===== src/rtl/loopback_msg_monitor.sv =====
// Avalon-ST loopback: 2-entry skid buffer with a framing monitor that pulses msg_enter/frame_err.
// Optional MSG_LEN_CHECK_EN macro enables the MAX_LEN_BEATS packet length limit.
module loopback_msg_monitor #(
  parameter int DATA_WIDTH    = 32,
  parameter int LEN_WIDTH     = 16,
  parameter int MAX_LEN_BEATS = 256
) (
  input  logic                  clk,
  input  logic                  rst_n,
  input  logic [DATA_WIDTH-1:0] snk_data,
  input  logic                  snk_valid,
  input  logic                  snk_sop,
  input  logic                  snk_eop,
  output logic                  snk_ready,
  output logic [DATA_WIDTH-1:0] src_data,
  output logic                  src_valid,
  output logic                  src_sop,
  output logic                  src_eop,
  input  logic                  src_ready,
  output logic                  msg_enter,
  output logic                  frame_err,
  output logic [LEN_WIDTH-1:0]  last_len
);

`ifdef MSG_LEN_CHECK_EN
  localparam bit LEN_CHECK = 1'b1;
`else
  localparam bit LEN_CHECK = 1'b0;
`endif

  localparam logic [LEN_WIDTH-1:0] LEN_SAT = '1;
  localparam logic [LEN_WIDTH-1:0] MAX_L   = LEN_WIDTH'(MAX_LEN_BEATS);
  localparam logic [LEN_WIDTH-1:0] MAX_P1  = LEN_WIDTH'(MAX_LEN_BEATS + 1);

  typedef enum logic {IDLE = 1'b0, IN_PKT = 1'b1} state_t;

  function automatic logic [LEN_WIDTH-1:0] sat_inc(input logic [LEN_WIDTH-1:0] v);
    return (v == LEN_SAT) ? v : v + 1'b1;
  endfunction

  logic                  out_valid_q, out_valid_d, out_sop_q, out_sop_d, out_eop_q, out_eop_d;
  logic [DATA_WIDTH-1:0] out_data_q, out_data_d;
  logic                  skid_valid_q, skid_valid_d, skid_sop_q, skid_sop_d, skid_eop_q, skid_eop_d;
  logic [DATA_WIDTH-1:0] skid_data_q, skid_data_d;
  logic                  snk_ready_q, snk_ready_d;
  logic                  accept;

  state_t                state_q, state_d;
  logic [LEN_WIDTH-1:0]  len_q, len_d, last_len_q, last_len_d, beat_cnt;
  logic                  msg_enter_q, msg_enter_d, frame_err_q, frame_err_d;
  logic                  counted;

  assign accept = snk_valid & snk_ready_q;

  // Skid buffer: the output entry refills from the skid entry first so order is preserved.
  always_comb begin
    out_valid_d  = out_valid_q;
    out_sop_d    = out_sop_q;
    out_eop_d    = out_eop_q;
    out_data_d   = out_data_q;
    skid_valid_d = skid_valid_q;
    skid_sop_d   = skid_sop_q;
    skid_eop_d   = skid_eop_q;
    skid_data_d  = skid_data_q;
    if (!out_valid_q || src_ready) begin
      if (skid_valid_q) begin
        out_valid_d  = 1'b1;
        out_sop_d    = skid_sop_q;
        out_eop_d    = skid_eop_q;
        out_data_d   = skid_data_q;
        skid_valid_d = 1'b0;
      end else begin
        out_valid_d = accept;
        if (accept) begin
          out_sop_d  = snk_sop;
          out_eop_d  = snk_eop;
          out_data_d = snk_data;
        end
      end
    end else if (accept) begin
      skid_valid_d = 1'b1;
      skid_sop_d   = snk_sop;
      skid_eop_d   = snk_eop;
      skid_data_d  = snk_data;
    end
    snk_ready_d = ~skid_valid_d;
  end

  always_ff @(posedge clk or negedge rst_n) begin
    if (!rst_n) begin
      out_valid_q  <= 1'b0;
      out_sop_q    <= 1'b0;
      out_eop_q    <= 1'b0;
      out_data_q   <= '0;
      skid_valid_q <= 1'b0;
      skid_sop_q   <= 1'b0;
      skid_eop_q   <= 1'b0;
      skid_data_q  <= '0;
      snk_ready_q  <= 1'b0;
    end else begin
      out_valid_q  <= out_valid_d;
      out_sop_q    <= out_sop_d;
      out_eop_q    <= out_eop_d;
      out_data_q   <= out_data_d;
      skid_valid_q <= skid_valid_d;
      skid_sop_q   <= skid_sop_d;
      skid_eop_q   <= skid_eop_d;
      skid_data_q  <= skid_data_d;
      snk_ready_q  <= snk_ready_d;
    end
  end

  always_ff @(posedge clk or negedge rst_n) begin
    if (!rst_n) begin
      state_q     <= IDLE;
      len_q       <= '0;
      last_len_q  <= '0;
      msg_enter_q <= 1'b0;
      frame_err_q <= 1'b0;
    end else begin
      state_q     <= state_d;
      len_q       <= len_d;
      last_len_q  <= last_len_d;
      msg_enter_q <= msg_enter_d;
      frame_err_q <= frame_err_d;
    end
  end

  always_comb begin
    state_d = state_q;
    if (accept) begin
      if (snk_sop)
        state_d = snk_eop ? IDLE : IN_PKT;
      else if (state_q == IN_PKT && snk_eop)
        state_d = IDLE;
    end
  end

  // A SOP always restarts the count, abandoning any packet in flight.
  always_comb begin
    beat_cnt    = snk_sop ? LEN_WIDTH'(1) : sat_inc(len_q);
    counted     = snk_sop || (state_q == IN_PKT);
    len_d       = len_q;
    last_len_d  = last_len_q;
    msg_enter_d = 1'b0;
    frame_err_d = 1'b0;
    if (accept) begin
      frame_err_d = snk_sop ? (state_q == IN_PKT) : (state_q == IDLE);
      if (counted) begin
        len_d = beat_cnt;
        if (LEN_CHECK && beat_cnt == MAX_P1)
          frame_err_d = 1'b1;
        if (snk_eop) begin
          len_d = '0;
          if (!(LEN_CHECK && beat_cnt > MAX_L)) begin
            msg_enter_d = 1'b1;
            last_len_d  = beat_cnt;
          end
        end
      end
    end
  end

  assign snk_ready = snk_ready_q;
  assign src_valid = out_valid_q;
  assign src_sop   = out_sop_q;
  assign src_eop   = out_eop_q;
  assign src_data  = out_data_q;
  assign msg_enter = msg_enter_q;
  assign frame_err = frame_err_q;
  assign last_len  = last_len_q;

endmodule

===== config.mk =====
export PLATFORM = sky130hd
export DESIGN_NAME = loopback_msg_monitor
export DESIGN_NICKNAME = d
export VERILOG_FILES = /design/src/rtl/loopback_msg_monitor.sv
export SDC_FILE = /design/constraint.sdc
export NUM_CORES = 1
export LEC_CHECK = 0
export ABC_CLOCK_PERIOD_IN_PS = 2250
export CAP_MARGIN = 15
export CORE_MARGIN = 2
export CORE_UTILIZATION = 54
export CTS_BUF_LIST = sky130_fd_sc_hd__clkbuf_8
export CTS_CLUSTER_DIAMETER = 120
export DETAILED_ROUTE_END_ITERATION = 10
export GPL_ROUTABILITY_DRIVEN = 0
export PLACE_DENSITY = 0.8
export SLEW_MARGIN = 20
export SYNTH_ARGS = -nofsm -noshare
export SYNTH_HDL_FRONTEND = slang
export SYNTH_SLANG_ARGS = --single-unit

===== constraint.sdc =====
create_clock -name clk -period 2.25 [get_ports clk]
set_input_delay 0.225 -clock clk [delete_from_list [all_inputs] [get_ports clk]]
set_output_delay 0.225 -clock clk [all_outputs]
set_load 0.05 [all_outputs]

* Yosys cells after proc, flatten, opt, wreduce, memory -nomap -nowiden
Cells that the tools add are included.
** Storage, ports and cells
- Bits in registers :: 106
- Bits of input ports :: 38
- Output and inout bits :: 54
- Word-level logic and storage cells :: 51
** Cells by class
- $add $sub $neg :: 1
- Eq/ne operators :: 1
- Muxes and demuxes :: 20
- Bitwise gates (word level) :: 4
- Reduce and logical (&&, ||, !) cells :: 11
** Operator list (number)
- 2-to-1 mux 32 bit :: 2
- 2-to-1 mux 16 bit :: 3
- adder 16 x 1 -> 16 bit, second input constant :: 1
- equality test 16 bit, second input constant :: 1
- 2-to-1 mux 1 bit :: 15
- AND reduction 2 bit :: 4
- nonzero test 2 bit :: 2
- NOT 1 bit :: 3
- AND reduction 3 bit :: 1
- logical OR 1 bit :: 2
- AND 1 bit :: 1
- logical AND 1 bit :: 1
- logical NOT 1 bit :: 1

* Logic depth before layout (Yosys ltp)
- Depth in word-level cells :: 4
- Depth in mapped cells :: 8

* Worst setup path before layout
OpenSTA, ideal clock, no wires.
- Path kind :: reg-to-reg
- From :: reg snk_ready_q, in the netlist snk_ready
- To :: reg out_data_q[14], in the netlist src_data[14]
- Data arrival time :: 1.730 ns
- Required time :: 2.124 ns
- Path slack :: 0.395 ns
- Stages on the path, launching flop included :: 8
- Period minus slack after synthesis :: 1.855 ns
- Path through :: dfrtp_1 -> and2_1 -> clkbuf_1 -> nor2_1 -> nor2_1 -> buf_2 -> buf_2 -> a21oi_1
** On the way
- Word-level cells in the longest chain between the ends :: 3
** Ends and longest elaborated chain
- from (decl) :: RTL line 45 : logic snk_ready_q, snk_ready_d;
- from (signal assigned) :: RTL line 109 : snk_ready_q <= snk_ready_d;
- AND 1 bit :: RTL line 53 : assign accept = snk_valid & snk_ready_q;
- nonzero test 2 bit (no line)
- AND reduction 2 bit (no line)
- to (signal assigned) :: RTL line 104 : out_data_q <= out_data_d;
- to (decl) :: RTL line 42 : logic [DATA_WIDTH-1:0] out_data_q, out_data_d;
No other way between the ends.
A chain may end at the register's enable or synchronous reset.

* Final worst setup path
- From :: reg len_q[12]
- To :: reg last_len_q[5], in the netlist last_len[5]
** On the way
- Word-level cells in the longest chain between the ends :: 3
** Ends and longest elaborated chain
- from (decl) :: RTL line 49 : logic [LEN_WIDTH-1:0] len_q, len_d, last_len_q, last_len_d, beat_cnt;
- from (signal assigned) :: RTL line 122 : len_q <= len_d;
- equality test 16 bit :: RTL line 38 : return (v == LEN_SAT) ? v : v + 1'b1;
- 2-to-1 mux 16 bit :: RTL line 38
- 2-to-1 mux 16 bit :: RTL line 141 : beat_cnt = snk_sop ? LEN_WIDTH'(1) : sat_inc(len_q);
- to (signal assigned) :: RTL line 123 : last_len_q <= last_len_d;
- to (decl) :: RTL line 49
No other way between the ends.

==> out/metrics.yaml <==
run_status:
  status: "finished clean"
placement:
  hpwl_mm: 7.60
  placed_cells: 632
  io_buffers: 91
  pre_cts_slack_ns: 0.181
timing:
  setup_tns_ns: 0
  rsz0062_at_grt: "no"
  setup_viol: 0
  fin_crit_ns: 1.86
  slew_violations: 0
  fin_ws_ns: 0.390
  worst-slew-pin-transition_ns: 0.530
  skew_ns: 0.0110
  relSlewSlack: 0.646
  hold_viol_final: 0
  fin_crit_sh: 0.827
  timing.fmax_mhz: 538
worst_setup_path:
  max_stage_delay_ns: 0.53
  timing.rr.end: "last_len[5]"
  crit_family: "simple AND/OR/NAND/NOR gates"
  arrival_ns: 2.11
  path_cells: "nand4_2 > nor4_4 > or3_1 > xnor2_1 > o21ai_1"
  path_buf_inv: 0
  r2r_start: "len_q[12]"
  critPathLaunchType: "register"
  crit_required_ns: 2.50
  critPathMaxFanout: 11
  reg2regPathDepth: 5
  cp_slowest_cell: "dfrtp_1"
  rrSetupSlack_ns: 0.39
  end_kind: "register"
  criticalPathCategory: "register to register"
synthesis:
  syn_area_um2: 4850
  synth_cells: 443
  async_flop_share: 1.00
  synthTopCellsByArea: "dfrtp_1, mux2_2, mux2i_1"
  synth_edf_count: 0
  synth_ff_type: "dfrtp_1"
  yosysSeqAreaShare: 0.547
  syn_avg_cell_area_um2: 10.9
  syn_nets: 483
  yosysTopAreaCellShare: 0.547
  ys_ff_latch: 106
  synth.largest_area_cell: "dfrtp_1"
  ys_warn_count: 0
  synth_cell_types: 48
clock_network:
  numClockSinks: 106
  root_buffer: "clkbuf_8"
  htree_levels: 3
  cts_buffers: 9
  clockBufferDepth: 2
  post_cts_resized: 0
  cts_tree: "yes"
  clkLatencyLatePin_ns: 0.37
  clk_pin_slew_ns: 0.11
final_layout:
  layout.cells.non_filler: 648
  antennaDiodeCount: 0
  area_delta_synth_final_pct: 26.0
  drive_gt1_frac: 0.144
  final_core_util: 0.701
  layout.nets: 576
global_routing:
  grt_max_degree: 45
  grt_usage: 0.230
  grt_pass1_vias: 3732
  antenna_found_initial: 0
  overflow: 0
  grt_pass1_wl_mm: 18.2
floorplanning:
  initial_core_util: 0.556
  die_area_um2: 9750
  rows: 34
  io_pins: 92
  die_h_um: 98.8
  die_x_um: 98.8
  core_region_area_um2: 8720
power_and_ir_drop:
  p_per_area_nw_per_um2: 902
  p_sw_uw: 2080
  intPower_uw: 3430
  power_frac_seq: 0.455
  p_sw_frac: 0.378
  p_leak_uw: 0.00259
  pwr-share-comb: 0.347
  clock_power_share: 0.198
  irDropWorstVdd_mv: 0.614
detailed_routing:
  routed_wl_mm: 10.8
  vias: 3736
  wl_per_cell_um: 16.7
  drt_iter0_markers: 226
  vias_per_cell: 5.77
  drt_first_pass_iters: 4
  postRouteAntennaNets: 0
  drc: 0
flow_run:
  drv_cap: 0
worst_hold_path:
  hold_class: "input port to async pin"
## logic make-up (layout without fill, tap and decap cells)
family / after synthesis / after routing / synth area share
multiplexers: 68 / 68 / 0.149
adder cells (fa/ha/maj): 2 / 2 / 0.00516
AND/OR/NAND/NOR: 123 / 123 / 0.136
XOR/XNOR: 6 / 6 / 0.0108
buffers and inverters: 34 / 131 / 0.0310
flip-flops: 106 / 106 / 0.547
AO/OA/AOI/OAI: 104 / 104 / 0.121
## sequential cells by signal, indices dropped and copies added, names as in the netlist
name / count
len_q: 16
state_q: 1
frame_err: 1
skid_eop_q: 1
skid_data_q: 32
snk_ready: 1
src_data: 32
src_valid: 1
msg_enter: 1
last_len: 16
src_sop: 1
skid_sop_q: 1
skid_valid_q: 1
src_eop: 1
## cells in the mapped netlist (3+ instances only)
cell type	instances
a22o_1	3
buf_1	3
or3_1	3
nor3_1	4
nand2_1	27
o21ai_1	15
nand3_1	7
inv_1	8
nand2b_1	4
xnor2_1	4
o31ai_1	3
o21ai_0	11
dfrtp_1	106
nor2_1	48
clkbuf_1	9
buf_2	12
and3_1	7
and2_1	3
a21oi_1	57
mux2_2	33
a31oi_1	3
mux2i_1	35
and4_1	3
## final cells by class
cell class / count / area (um^2)
Clock buffer: 9 / 124
Inverter: 8 / 30.0
Clock inverter: 6 / 51.3
Sequential cell: 106 / 2650
Timing Repair Buffer: 108 / 1060
Multi-Input combinational cell: 303 / 2050
Fill cell: 646 / 2610
Tap cell: 108 / 135
## worst register-to-register path, stage by stage, from the launching register on
cell and delay (ns):
dfrtp_1 0.53, nand4_2 0.28, nor4_4 0.51, or3_1 0.23, xnor2_1 0.13, o21ai_1 0.07
## layer usage
layer / vias up / wire, um / GRT usage
met5: - / 0 / 0
met1: 1835 / 4640 / 0.306
met2: 136 / 5300 / 0.380
met4: 0 / 174 / 0.0685
li1: 1750 / - / -
met3: 15 / 712 / 0.0504
## power by group through the flow
| stage | combinational, uW | clock [uW] | sequential (uW) |
|---|---|---|---|
| after global placement | 1880 | 0 | 2520 |
| after global routing | 2030 | 1190 | 2560 |
| after detailed placement | 1920 | 0 | 2540 |
| final | 1910 | 1090 | 2510 |
| after floorplan | 571 | 0 | 3180 |
| after CTS | 1930 | 1130 | 2510 |
## repair_timing
item                      in CTS  in global routing
buffers inserted               0                  0
hold endpoints to repair      39                  0
hold buffers                   1                  0
## per-stage QoR
step | cell area, um^2 | hold slack, ns | power, uW
floorplan | 4850 | -0.0706 | 3750
finish | 6110 | 0.373 | 5510
detailed placement | 5930 | 0.247 | 4460
global route | 6110 | 0.418 | 5780
CTS | 6110 | 0.385 | 5570
global placement | 5930 | 0.240 | 4400
## how the worst max path moves through the flow
stage / start / to / slack (ns) / depth (start not counted)
2_1_floorplan: snk_ready / src_data[14] / 0.39 / 7
3_3_place_gp: snk_sop / len_q[5] / 0.26 / 8
3_5_place_dp: snk_sop / last_len[12] / 0.18 / 9
4_1_cts: len_q[12] / last_len[5] / 0.39 / 5
5_1_grt: len_q[12] / len_q[8] / 0.25 / 5
6_report: len_q[12] / last_len[5] / 0.39 / 5
## placed cells by master (no fill, tap or decap), types with 2 or more instances in the layout
cell type        netlist  layout
o21ai_1               15      15
a32o_1                 2       2
clkinv_4               0       2
nor4_1                 2       2
a31oi_1                3       3
nor2_1                48      47
nand3_1                7       7
clkbuf_8               0       9
mux2i_1               35      35
and4_1                 3       3
nor3_1                 4       4
nor2b_1                2       2
nand4_4                2       2
inv_6                  0       2
mux2_2                33      33
ha_1                   2       2
inv_1                  8       8
buf_12                 0       2
nand2_1               27      27
a21oi_1               57      57
nor4_4                 2       2
buf_4                  2      15
o21ai_0               11      11
a22o_1                 3       3
nand2b_1               4       4
dfrtp_1              106     105
o31ai_1                3       3
a41oi_1                2       2
and3_1                 7       7
xnor2_1                4       4
xor2_1                 2       2
clkdlybuf4s50_1        0      90
or3_1                  3       3
and2_1                 3       3
a211oi_1               2       2
Power figures use the tool's default switching activity.
